**config.mk**
```make
export PLATFORM = sky130hd
export DESIGN_NAME = mem_stage
export DESIGN_NICKNAME = d
export VERILOG_FILES = /design/src/rtl/mem_stage.sv
export SDC_FILE = /design/constraint.sdc
export NUM_CORES = 1
export LEC_CHECK = 0
export ABC_AREA = 1
export CAP_MARGIN = 20
export CORE_MARGIN = 2
export CORE_UTILIZATION = 45
export CTS_CLUSTER_SIZE = 12
export DETAILED_ROUTE_END_ITERATION = 12
export GPL_TIMING_DRIVEN = 0
export MAX_ROUTING_LAYER = met4
export PLACE_DENSITY = 0.94
export SYNTH_ARGS = -nofsm -noshare
export SYNTH_HDL_FRONTEND = slang
export SYNTH_SLANG_ARGS = --single-unit
```
**constraint.sdc**
```tcl
create_clock -name clk -period 4.6 [get_ports clk]
set_input_delay 0.92 -clock clk [delete_from_list [all_inputs] [get_ports clk]]
set_output_delay 0.92 -clock clk [all_outputs]
set_load 0.01 [all_outputs]
```
**src/rtl/mem_stage.sv**
```systemverilog
// Memory-access pipeline stage: word loads/stores over a req/ack handshake,
// upstream freeze while an access is outstanding, and the MEM/WB result register.
module mem_stage #(
  parameter int WORD_WIDTH     = 32,
  parameter int REG_FILE_DEPTH = 4,
  parameter int ADDR_WIDTH     = 16,
  parameter int BASE_ADDR      = 1024,
  parameter int TIMEOUT        = 16
) (
  input  logic                      clk,
  input  logic                      rst,
  input  logic                      valid_in,
  input  logic                      mem_R_en,
  input  logic                      mem_W_en,
  input  logic                      WB_en_in,
  input  logic [REG_FILE_DEPTH-1:0] dest_in,
  input  logic [WORD_WIDTH-1:0]     alu_result,
  input  logic [WORD_WIDTH-1:0]     val_Rm,
  output logic                      mem_req,
  output logic                      mem_we,
  output logic [ADDR_WIDTH-1:0]     mem_addr,
  output logic [WORD_WIDTH-1:0]     mem_wdata,
  input  logic [WORD_WIDTH-1:0]     mem_rdata,
  input  logic                      mem_ack,
  output logic                      freeze,
  output logic                      WB_en,
  output logic [REG_FILE_DEPTH-1:0] WB_dest,
  output logic [WORD_WIDTH-1:0]     WB_value,
  output logic                      mem_err
);

  localparam int                    CNT_W    = $clog2(TIMEOUT);
  localparam logic [CNT_W-1:0]      CNT_LAST = CNT_W'(TIMEOUT - 1);
  localparam logic [WORD_WIDTH-1:0] BASE     = WORD_WIDTH'(BASE_ADDR);

  typedef enum logic {
    IDLE = 1'b0,
    WAIT = 1'b1
  } state_t;

  state_t           state;
  logic [CNT_W-1:0] cnt;

  logic mem_op;
  logic is_store;
  logic fault;
  logic cnt_last;

  // Out of range: below the base, or a word index that does not fit the memory.
  function automatic logic addr_fault(input logic [WORD_WIDTH-1:0] a);
    logic [WORD_WIDTH-1:0] word_off;
    word_off = (a - BASE) >> 2;
    return (a < BASE) || ((word_off >> ADDR_WIDTH) != '0);
  endfunction

  function automatic logic [ADDR_WIDTH-1:0] word_addr(input logic [WORD_WIDTH-1:0] a);
    logic [WORD_WIDTH-1:0] word_off;
    word_off = (a - BASE) >> 2;
    return word_off[ADDR_WIDTH-1:0];
  endfunction

  assign mem_op   = valid_in & (mem_R_en | mem_W_en);
  assign is_store = mem_W_en & ~mem_R_en;
  assign fault    = addr_fault(alu_result);
  assign cnt_last = (cnt == CNT_LAST);

  // Freeze drops in the ack cycle and in the abort cycle so upstream can advance.
  always_comb begin
    freeze = 1'b0;
    if (!rst) begin
      case (state)
        IDLE:    freeze = mem_op & ~fault;
        WAIT:    freeze = ~mem_ack & ~cnt_last;
        default: freeze = 1'b0;
      endcase
    end
  end

  always_ff @(posedge clk or posedge rst) begin
    if (rst) begin
      state     <= IDLE;
      cnt       <= '0;
      mem_req   <= 1'b0;
      mem_we    <= 1'b0;
      mem_addr  <= '0;
      mem_wdata <= '0;
      WB_en     <= 1'b0;
      WB_dest   <= '0;
      WB_value  <= '0;
      mem_err   <= 1'b0;
    end else begin
      case (state)
        IDLE: begin
          if (mem_op && fault) begin
            WB_en   <= 1'b0;
            mem_err <= 1'b1;
          end else if (mem_op) begin
            mem_req   <= 1'b1;
            mem_we    <= is_store;
            mem_addr  <= word_addr(alu_result);
            mem_wdata <= val_Rm;
            cnt       <= '0;
            state     <= WAIT;
            WB_en     <= 1'b0;
          end else begin
            WB_en    <= WB_en_in & valid_in;
            WB_dest  <= dest_in;
            WB_value <= alu_result;
          end
        end
        WAIT: begin
          // Ack takes priority over the timeout in the same cycle.
          if (mem_ack) begin
            mem_req  <= 1'b0;
            state    <= IDLE;
            WB_en    <= WB_en_in & ~mem_we;
            WB_dest  <= dest_in;
            WB_value <= mem_rdata;
          end else if (cnt_last) begin
            mem_req <= 1'b0;
            state   <= IDLE;
            WB_en   <= 1'b0;
            mem_err <= 1'b1;
          end else begin
            cnt   <= cnt + 1'b1;
            WB_en <= 1'b0;
          end
        end
        default: state <= IDLE;
      endcase
    end
  end

endmodule

```
==> results.md, run 1 <==
* Hold path cells at 2
* Vias in the first global route at 4997
* Die H at 109 um
* All-Layer GR Usage at 28.4%
* Syn Nets at 754
* Worst Hold Launch: mem_req
* Switching power at 467 uW
* Post-detail-place hpwl at 12800 um
* Worst-Skew Late Latency at 360 ps
* Crit-path max cell delay at 530 ps
* Final hold violations at 0
* Drt first pass iters at 5
* Area of the die at 0.0118 mm2
* Nets at 964
* CTS tree: built
* Critical register-to-register path startpoint: state
* Most common cell after layout, fill and taps aside: nand2_1
* Worst-Margin Slew at 611 ps
* RSZ-0062 raised after global routing: no
* Post-Layout Cell Count at 1000
* Syn Area/Cell at 7.64 um2
* Fin. max-slew vios at 0
* Synth Warn # at 0
* GP Congestion at 1.03
* Fin crit share at 91.5%
* FMAX at 238 MHz
* R2r worst-path depth at 5
* DRT Wirelength at 16100 um
* Initial DRC Count at 445
* Sw Share at 25.8%
* FF-to-FF setup slack at 2380 ps
* Global-route wire length before repair at 24900 um
* Post-detailed-route wirelength per cell at 16.1 um
* Number of synthesized register bits at 93
* Arrival @ worst endpoint at 3290 ps
* Num rows at 38
* Maximum clock insertion buffer count at 2
* Leakage power at 0.00346 uW
* Slowest cell on crit path: clkdlybuf4s50_1
* Status: finished clean
* DRC at 0
* Antenna viol nets, final at 0
* Req. time, crit path at 3680 ps
* Filler cells at 841
* Internal power at 1340 uW
* Crit path launch type: input pin
* Final setup fails at 0
* Post-layout instance area at 0.00735 mm2
* Crit. End Element: output pin
* Port bufs at 195
* Top Family by Delay on Critical Path: simple AND/OR/NAND/NOR gates
* Via Count at 5174
* Crit path kind: in2out
* Worst min-delay path category: reg2reg
* Mapped Cells at 645
* Period minus WS final at 4210 ps
* Skew final at 5.13 ps
* Worst setup path startpoint: alu_result[15]
* Sequential area share after synthesis at 47.2%
* Most frequent CP cell: nand2_1
* Commonest cells after routing, fill and taps aside: nand2_1 (255), clkdlybuf4s50_1 (193), dfrtp_1 (93)
* Power Density at 246 mW/mm2
* H-tree depth at 3
* Largest net degree at the start of global routing at 69
* Register share of total power at 47.9%
* Core Box Area at 0.0107 mm2
* Synth Cell Area at 0.00493 mm2
* Fraction of layout cells with a size suffix above 1 at 8.02%
* Power share of the clock group at 34.0%
* Total grt overflow at 0
* Antenna diodes at 0
* Post-DP Area at 0.00709 mm2
* Total clock sinks at 93
* IO Count at 196
* Root Driver: clkbuf_8
* Via density at 5.17
* Cells along the critical path: clkdlybuf4s50_1, nor2_2, nand2_1, nor2_4, nand2_1, nand2_1, nand2_1, nor2_1, nand3_1, nor2_2, nand3_1, buf_2, a21oi_1, dlymetal6s2s_1
* Clock transition at path regs at 90 ps
* Dpl cells at 981
* CP max FO at 10
* Initial Util at 45.9%
* Num CTS Buffers at 9
* Cell variety after synth at 29
* Worst path bufs/invs at 3
* Max-cap violation count at 0
* Initial antenna violation count at 0
* Die X at 109 um
* Critical path depth at 14
* Rel. slew slack at 59.3%
* Area Overhead vs Synth at 49.2%
* Max IR drop VDD at 0.000165 V
* Combinational share of power at 18.1%
[layout make-up]
class | count | area [um2] | area share (%)
Timing Repair Buffer | 199 | 2000 | 27.2
Clock inverter | 5 | 83.8 | 1.14
Tap cell | 140 | 175 | 2.38
Inverter | 38 | 145 | 1.97
Sequential cell | 93 | 2330 | 31.6
Clock buffer | 11 | 141 | 1.92
Buffer | 31 | 211 | 2.88
Multi-Input combinational cell | 483 | 2270 | 30.8
[worst paths after layout]
path | end
worst max register to register | WB_value[13]
worst min-delay path | mem_req
worst max-delay path | freeze
worst min register to register | mem_req
min in group asynchronous | mem_we
max in group asynchronous | WB_value[26]
[repair_timing]
action | in CTS | in global routing
gates resized for setup | 6 | 2
pin swaps | 1 | 2
setup buffers | 1 | 2
endpoints found under the setup margin | 1 | 1
hold buffers | 0 | 0
[power groups by stage]
stage	Combinational, uW	Clock (uW)	Sequential [uW]
3_3_place_gp	318	0	880
6_report	328	615	867
4_1_cts	329	616	867
2_1_floorplan	98.7	0	896
5_1_grt	353	655	870
3_5_place_dp	326	0	883
[worst register-to-register path: stages, from the launching register on]
cell and delay (ps):
dfrtp_1 370, clkbuf_1 140, o21ai_1 440, clkbuf_1 410, buf_1 510, a31oi_1 180
[metal layers]
| layer | vias to the layer above | global-route usage, % | part of all wire [%] |
|---|---|---|---|
| met5 | - | - | 0 |
| met4 | 0 | 11.7 | 3.3 |
| met3 | 36 | 5.56 | 8.3 |
| met2 | 236 | 49.4 | 51 |
| met1 | 2406 | 32.1 | 38 |
| li1 | 2496 | - | - |
[flip-flops by register name, summed over array words and instances (netlist names)]
signal / flops
WB_value: 32
mem_wdata: 32
mem_addr: 16
WB_dest: 4
cnt: 4
WB_en: 1
mem_err: 1
mem_req: 1
mem_we: 1
state: 1
[synthesized netlist by cell type (all sizes together)]
library cell    n  area share [%]
inv            38             2.9
nand4           9             1.1
nor2           81             7.1
and2            1            0.13
a21oi           2            0.20
ha              2            0.51
o41ai           1            0.18
buf            16             3.1
xor2            4            0.71
o21ai           5            0.51
o21bai          1            0.15
xnor2           4            0.71
dfrtp          93              47
clkbuf         15             1.1
nand3b          3            0.46
nor3            4            0.51
a31oi          32             4.1
nand3          76             9.4
nand2         258              20
[cell families after synthesis]
| kind of cell | Yosys count | share of synthesized area [%] |
|---|---|---|
| compound gates | 41 | 5.10 |
| xor+xnor | 8 | 1.42 |
| fa+ha+maj | 2 | 0.508 |
| buf+inv | 69 | 7.18 |
| flops | 93 | 47.2 |
| simple gates | 432 | 38.6 |
[stage by stage]
stage               setup WS, ps  hold WS [ps]  total power (uW)  util [%]  setup TNS, ps
finish                       393           476              1810      68.4              0
floorplan                   1120           495               995         -              0
global placement            -175           449              1200      65.7         -15710
detailed placement          -180           457              1210      65.9           -180
CTS                         17.8           479              1810      68.3              0
global route                 126           500              1880      68.4              0
Note: power is estimated with default switching activity, not from simulation.
==> run 2, diff against run 1 <==
- CORE_ASPECT_RATIO: default -> 1.2
- CORE_MARGIN: 2 -> 1.5
==> results.md, run 2 (synthesis gave the netlist of run 1 again) <==
* Total grt overflow at 0 (unchanged)
* Vias in the first global route at 5236 (was 4997)
* Port bufs at 195 (unchanged)
* Worst slack, placed at -157 ps (was -180 ps)
* Worst path bufs/invs at 4 (was 3)
* CP Capture Point: freeze (unchanged)
* Post-detailed-route wirelength per cell at 16.1 um (about the same)
* H-tree depth at 3 (unchanged)
* Num rows at 41 (was 38)
* Total clock sinks at 93 (unchanged)
* Crit path kind: in2out (unchanged)
* Worst setup path startpoint: alu_result[10] (was alu_result[15])
* Most frequent CP cell: nand3_1 (was nand2_1)
* Crit. End Element: output pin (unchanged)
* Max IR drop VDD at 0.000151 V (was 0.000165 V)
* R2r worst-path depth at 5 (unchanged)
* Max-cap violation count at 0 (unchanged)
* Global-route wire length before repair at 25500 um (was 24900 um)
* Via density at 5.24 (was 5.17)
* Nets at 965 (was 964)
* Initial DRC Count at 245 (was 445)
* Final setup fails at 0 (unchanged)
* # hold bufs at CTS at 0 (unchanged)
* Filler cells at 814 (was 841)
* Rel. slew slack at 56.4% (was 59.3%)
* Area Overhead vs Synth at 50.5% (was 49.2%)
* Register share of total power at 45.0% (was 47.9%)
* Worst-Margin Slew at 654 ps (was 611 ps)
* Period minus WS final at 4200 ps (was 4210 ps)
* Maximum clock insertion buffer count at 2 (unchanged)
* CP max FO at 10 (unchanged)
* Switching power at 488 uW (was 467 uW)
* Setup ws final at 405 ps (was 393 ps)
* Most common cell after layout, fill and taps aside: nand2_1 (unchanged)
* Largest regs: WB_value: 32 flops, mem_wdata: 32 flops, mem_addr: 16 flops (unchanged)
* Die H at 118 um (was 109 um)
* DRC at 0 (unchanged)
* Crit path launch type: input pin (unchanged)
* Setup_tns at 0 ps (unchanged)
* Initial Util at 46.6% (was 45.9%)
* CTS tree: built (unchanged)
* Skew final at 6.47 ps (was 5.13 ps)
* Critical path depth at 13 (was 14)
* Root Driver: clkbuf_16 (was clkbuf_8)
* Combinational share of power at 16.9% (was 18.1%)
* Worst-Skew Late Latency at 340 ps (was 360 ps)
* Clock transition at path regs at 60 ps (was 90 ps)
* Critical register-to-register path startpoint: state (unchanged)
* Crit-path max cell delay at 430 ps (was 530 ps)
* Via Count at 5181 (was 5174)
* Top Family by Delay on Critical Path: buffers and inverters (was simple AND/OR/NAND/NOR gates)
* Antenna diodes at 0 (unchanged)
* DRT Wirelength at 15900 um (was 16100 um)
* Die X at 98.5 um (was 109 um)
* Leakage power at 0.00348 uW (was 0.00346 uW)
* Power Density at 260 mW/mm2 (was 246 mW/mm2)
* Post-detail-place hpwl at 12200 um (was 12800 um)
* Power share of the clock group at 38.2% (was 34.0%)
* Area of the die at 0.0116 mm2 (was 0.0118 mm2)
* Slowest cell on crit path: clkdlybuf4s50_1 (unchanged)
* Fin crit share at 91.2% (was 91.5%)
* Worst min-delay path category: reg2reg (unchanged)
* Initial antenna violation count at 0 (unchanged)
* Req. time, crit path at 3680 ps (about the same)
* Fin. max-slew vios at 0 (unchanged)
* FMAX at 238 MHz (about the same)
* IO Count at 196 (unchanged)
* Largest net degree at the start of global routing at 61 (was 69)
* Final hold violations at 0 (unchanged)
* RR Endpoint: WB_value[5] (was WB_value[13])
* RSZ-0062 raised after global routing: no (unchanged)
* Sw Share at 25.3% (was 25.8%)
* Internal power at 1440 uW (was 1340 uW)
* Fraction of layout cells with a size suffix above 1 at 8.14% (was 8.02%)
* Status: finished clean (unchanged)
* GP Congestion at 0.951 (was 1.03)
* Cells along the critical path: clkdlybuf4s50_1, inv_2, ha_4, nand3_2, o21ai_0, nand3_1, nor2_1, nand3_1, nor2_2, nand3_1, buf_4, a21oi_1, dlymetal6s2s_1 (was clkdlybuf4s50_1, nor2_2, nand2_1, nor2_4, nand2_1, nand2_1, nand2_1, nor2_1, nand3_1, nor2_2, nand3_1, buf_2, a21oi_1, dlymetal6s2s_1)
* Antenna viol nets, final at 0 (unchanged)
* Commonest cells after routing, fill and taps aside: nand2_1 (255), clkdlybuf4s50_1 (193), dfrtp_1 (93) (unchanged)
* All-Layer GR Usage at 28.4% (about the same)
* Drt first pass iters at 5 (unchanged)
* FF-to-FF setup slack at 2320 ps (was 2380 ps)
* Arrival @ worst endpoint at 3280 ps (was 3290 ps)
* Num CTS Buffers at 9 (unchanged)
* Core Box Area at 0.0106 mm2 (was 0.0107 mm2)
==> run 2: changes by cell type in the layout (fill, tap and decap cells not counted) <==
cell,before,now
clkbuf_8,10,0
clkbuf_16,0,9
buf_4,4,5
buf_2,5,4
clkinvlp_4,2,3
nor2_2,6,8
nor2_1,70,69
clkinv_4,1,0
bufinv_16,2,1
inv_6,0,1
==> run 2: timing repair <==
item	CTS	global route
setup endpoints to repair	1	1
gates resized for setup	7	3
gates cloned	0	1
buffers inserted	0	3
pin swaps	1	3
==> run 2: final cells by class <==
cell class	instances	area [um2]	area share, %
Buffer	31	214	2.88
Inverter	38	145	1.96
Tap cell	129	161	2.18
Sequential cell	93	2330	31.4
Clock inverter	5	61.3	0.827
Multi-Input combinational cell	484	2280	30.7
Clock buffer	10	229	3.09
Timing Repair Buffer	199	2000	27.0
==> run 2: how the worst min path moves through the flow <==
stage | startpoint | to | slack (ps) | depth (start not counted)
after global routing | mem_addr[14] | mem_addr[14] | 480 | 2
after floorplan | cnt[1] | cnt[1] | 500 | 2
after detailed placement | mem_wdata[6] | mem_wdata[6] | 460 | 2
final | mem_addr[6] | mem_addr[6] | 470 | 2
after CTS | mem_addr[6] | mem_addr[6] | 470 | 2
after global placement | mem_err | mem_err | 450 | 2
==> run 2: routing by layer <==
layer,vias up,part of all wire (%),GRT usage [%]
li1,2496,-,-
met1,2428,39,31.5
met2,221,52,50.8
met3,36,5.5,4.39
met4,0,2.8,10.7
met5,-,0,-
==> run 2: worst register-to-register path, cell delays in order, from the launching register on <==
cell	delay, ps
dfrtp_1	350
clkbuf_1	130
o21ai_1	440
clkbuf_1	570
buf_1	480
a31oi_1	160
==> run 2: power groups by stage <==
| stage | clock [uW] | combinational, uW | sequential [uW] |
|---|---|---|---|
| after detailed placement | 0 | 323 | 883 |
| after global routing | 783 | 353 | 871 |
| after CTS | 748 | 325 | 868 |
| after global placement | 0 | 315 | 881 |
| after floorplan | 0 | 98.7 | 896 |
| final | 737 | 325 | 868 |
==> run 2: metrics by stage <==
stage	area [um2]	util, %	power (uW)	std cells	hold slack (ps)
finish	7420	70.2	1930	989	469
floorplan	4930	-	995	645	495
global route	7420	70.2	2010	989	484
detailed placement	7070	66.9	1210	970	457
global placement	7040	66.6	1200	969	449
CTS	7380	69.8	1940	985	474
==> run 3, diff against run 2 <==
- CORE_MARGIN: 1.5 -> default
==> results.md, run 3 (synthesis gave the netlist of run 1 again) <==
* Most common cell after layout, fill and taps aside: nand2_1 (unchanged)
* CTS tree: built (unchanged)
* Crit. End Element: output pin (unchanged)
* Pwr Total at 2000 uW (was 1930 uW)
* Req. time, crit path at 3680 ps (about the same)
* Worst-Margin Slew at 630 ps (was 654 ps)
* Initial antenna violation count at 0 (unchanged)
* Commonest cells after routing, fill and taps aside: nand2_1 (255), clkdlybuf4s50_1 (192), dfrtp_1 (93) (was nand2_1 (255), clkdlybuf4s50_1 (193), dfrtp_1 (93))
* Post-detailed-route wirelength per cell at 15.6 um (was 16.1 um)
* R2r worst-path depth at 5 (unchanged)
* Antenna diodes at 0 (unchanged)
* Initial Util at 46.6% (unchanged)
* Worst min-delay path category: reg2reg (unchanged)
* Area of the die at 0.0114 mm2 (was 0.0116 mm2)
* Total grt overflow at 0 (unchanged)
* Skew final at 10.6 ps (was 6.47 ps)
* Power Density at 269 mW/mm2 (was 260 mW/mm2)
* Fraction of layout cells with a size suffix above 1 at 8.33% (was 8.14%)
* Nets at 968 (was 965)
* IO Count at 196 (unchanged)
* DRT Wirelength at 15500 um (was 15900 um)
* DRC at 0 (unchanged)
* Global-route wire length before repair at 24600 um (was 25500 um)
* Crit path launch type: input pin (unchanged)
* Post-DP Area at 0.00707 mm2 (unchanged)
* RSZ-0062 raised after global routing: no (unchanged)
* Root Driver: clkbuf_16 (unchanged)
* Largest net degree at the start of global routing at 56 (was 61)
* Crit path kind: in2out (unchanged)
* Antenna viol nets, final at 0 (unchanged)
* Die X at 97.5 um (was 98.5 um)
* Max-cap violation count at 0 (unchanged)
* Drt first pass iters at 5 (unchanged)
* Post-Layout Cell Count at 993 (was 989)
* Final setup fails at 0 (unchanged)
* Initial DRC Count at 282 (was 245)
* Post-detail-place hpwl at 11800 um (was 12200 um)
* Maximum clock insertion buffer count at 2 (unchanged)
* Largest regs: WB_value: 32 flops, mem_wdata: 32 flops, mem_addr: 16 flops (unchanged)
* Via Count at 5138 (was 5181)
* Leakage power at 0.00352 uW (was 0.00348 uW)
* Via density at 5.17 (was 5.24)
* Port bufs at 195 (unchanged)
* GP Congestion at 0.986 (was 0.951)
* Worst-Skew Late Latency at 350 ps (was 340 ps)
* Max IR drop VDD at 0.000151 V (about the same)
* Num rows at 41 (unchanged)
* H-tree depth at 3 (unchanged)
* Post-layout instance area at 0.00745 mm2 (was 0.00742 mm2)
* Dpl cells at 970 (unchanged)
* Core Box Area at 0.0106 mm2 (unchanged)
* Total clock sinks at 93 (unchanged)
* Rel. slew slack at 58.0% (was 56.4%)
* Die H at 117 um (was 118 um)
* CP max FO at 10 (unchanged)
* Final hold violations at 0 (unchanged)
* Status: finished clean (unchanged)
* Hold_ws at 470 ps (was 469 ps)
* Arrival @ worst endpoint at 3330 ps (was 3280 ps)
* Vias in the first global route at 4992 (was 5236)
* Clock transition at path regs at 60 ps (about the same)
* FMAX at 235 MHz (was 238 MHz)
* Fin crit share at 92.4% (was 91.2%)
* Num CTS Buffers at 9 (unchanged)
* Fin. max-slew vios at 0 (unchanged)
* Area Overhead vs Synth at 51.2% (was 50.5%)
* All-Layer GR Usage at 28.6% (was 28.4%)
* Hold path cells at 2 (unchanged)
* Period minus WS final at 4250 ps (was 4200 ps)
[run 3: layout make-up]
cell class                 count  area, um2
fill                         841       3110
sequential                    93       2330
multi-input combinational    483       2260
timing repair buffer         203       2030
clock buffer                  11        233
buffer                        31        214
tap                          129        161
inverter                      38        145
clock inverter                 5       83.8
[run 3: metrics by stage]
stage          utilization (%)  setup TNS [ps]  setup slack (ps)
2_1_floorplan                -               0              1120
3_3_place_gp              66.6          -22980              -252
3_5_place_dp              66.9            -217              -217
4_1_cts                   70.4               0             0.692
5_1_grt                   70.5               0               164
6_report                  70.5               0               347
[run 3: worst paths after layout]
kind                                 from           end  slack (ps)
max                        alu_result[16]        freeze         350
min                            WB_dest[1]    WB_dest[1]         470
max reg2reg                         state   WB_value[6]        2350
min reg2reg                    WB_dest[1]    WB_dest[1]         470
max in group asynchronous             rst  WB_value[14]        2980
min in group asynchronous             rst        cnt[0]         980
[run 3: what timing repair did]
| action | 4_1_cts | 5_1_grt |
|---|---|---|
| pin swaps | 3 | 2 |
| gates resized for setup | 9 | 1 |
| buffers inserted | 6 | 1 |
| endpoints found under the setup margin | 1 | 1 |
| cloned | 0 | 0 |
| hold buffers | 0 | 0 |
[run 3: layer usage]
metal  GRT usage [%]  up-vias  routed length (um)
li1                -     2501                   -
met1            33.7     2383                6290
met2            48.0      216                7790
met3            5.03       38                 927
met4            13.5        0                 443
met5               -        -                   0
[run 3: power breakdown]
group	switching [uW]	internal, uW
sequential	16.8	849
clock	330	480
combinational	154	171
total	501	1500
[run 3: worst max-delay path, cell delays in order]
cell	delay (ps)
clkdlybuf4s50_1	530
nor2_1	210
nand2_1	150
nor2_4	230
nand2_1	70
nand2_1	90
nand3_1	80
nor2_1	130
nand3_1	100
nor2_2	180
nand3_1	130
buf_4	220
a21oi_1	120
dlymetal6s2s_1	170
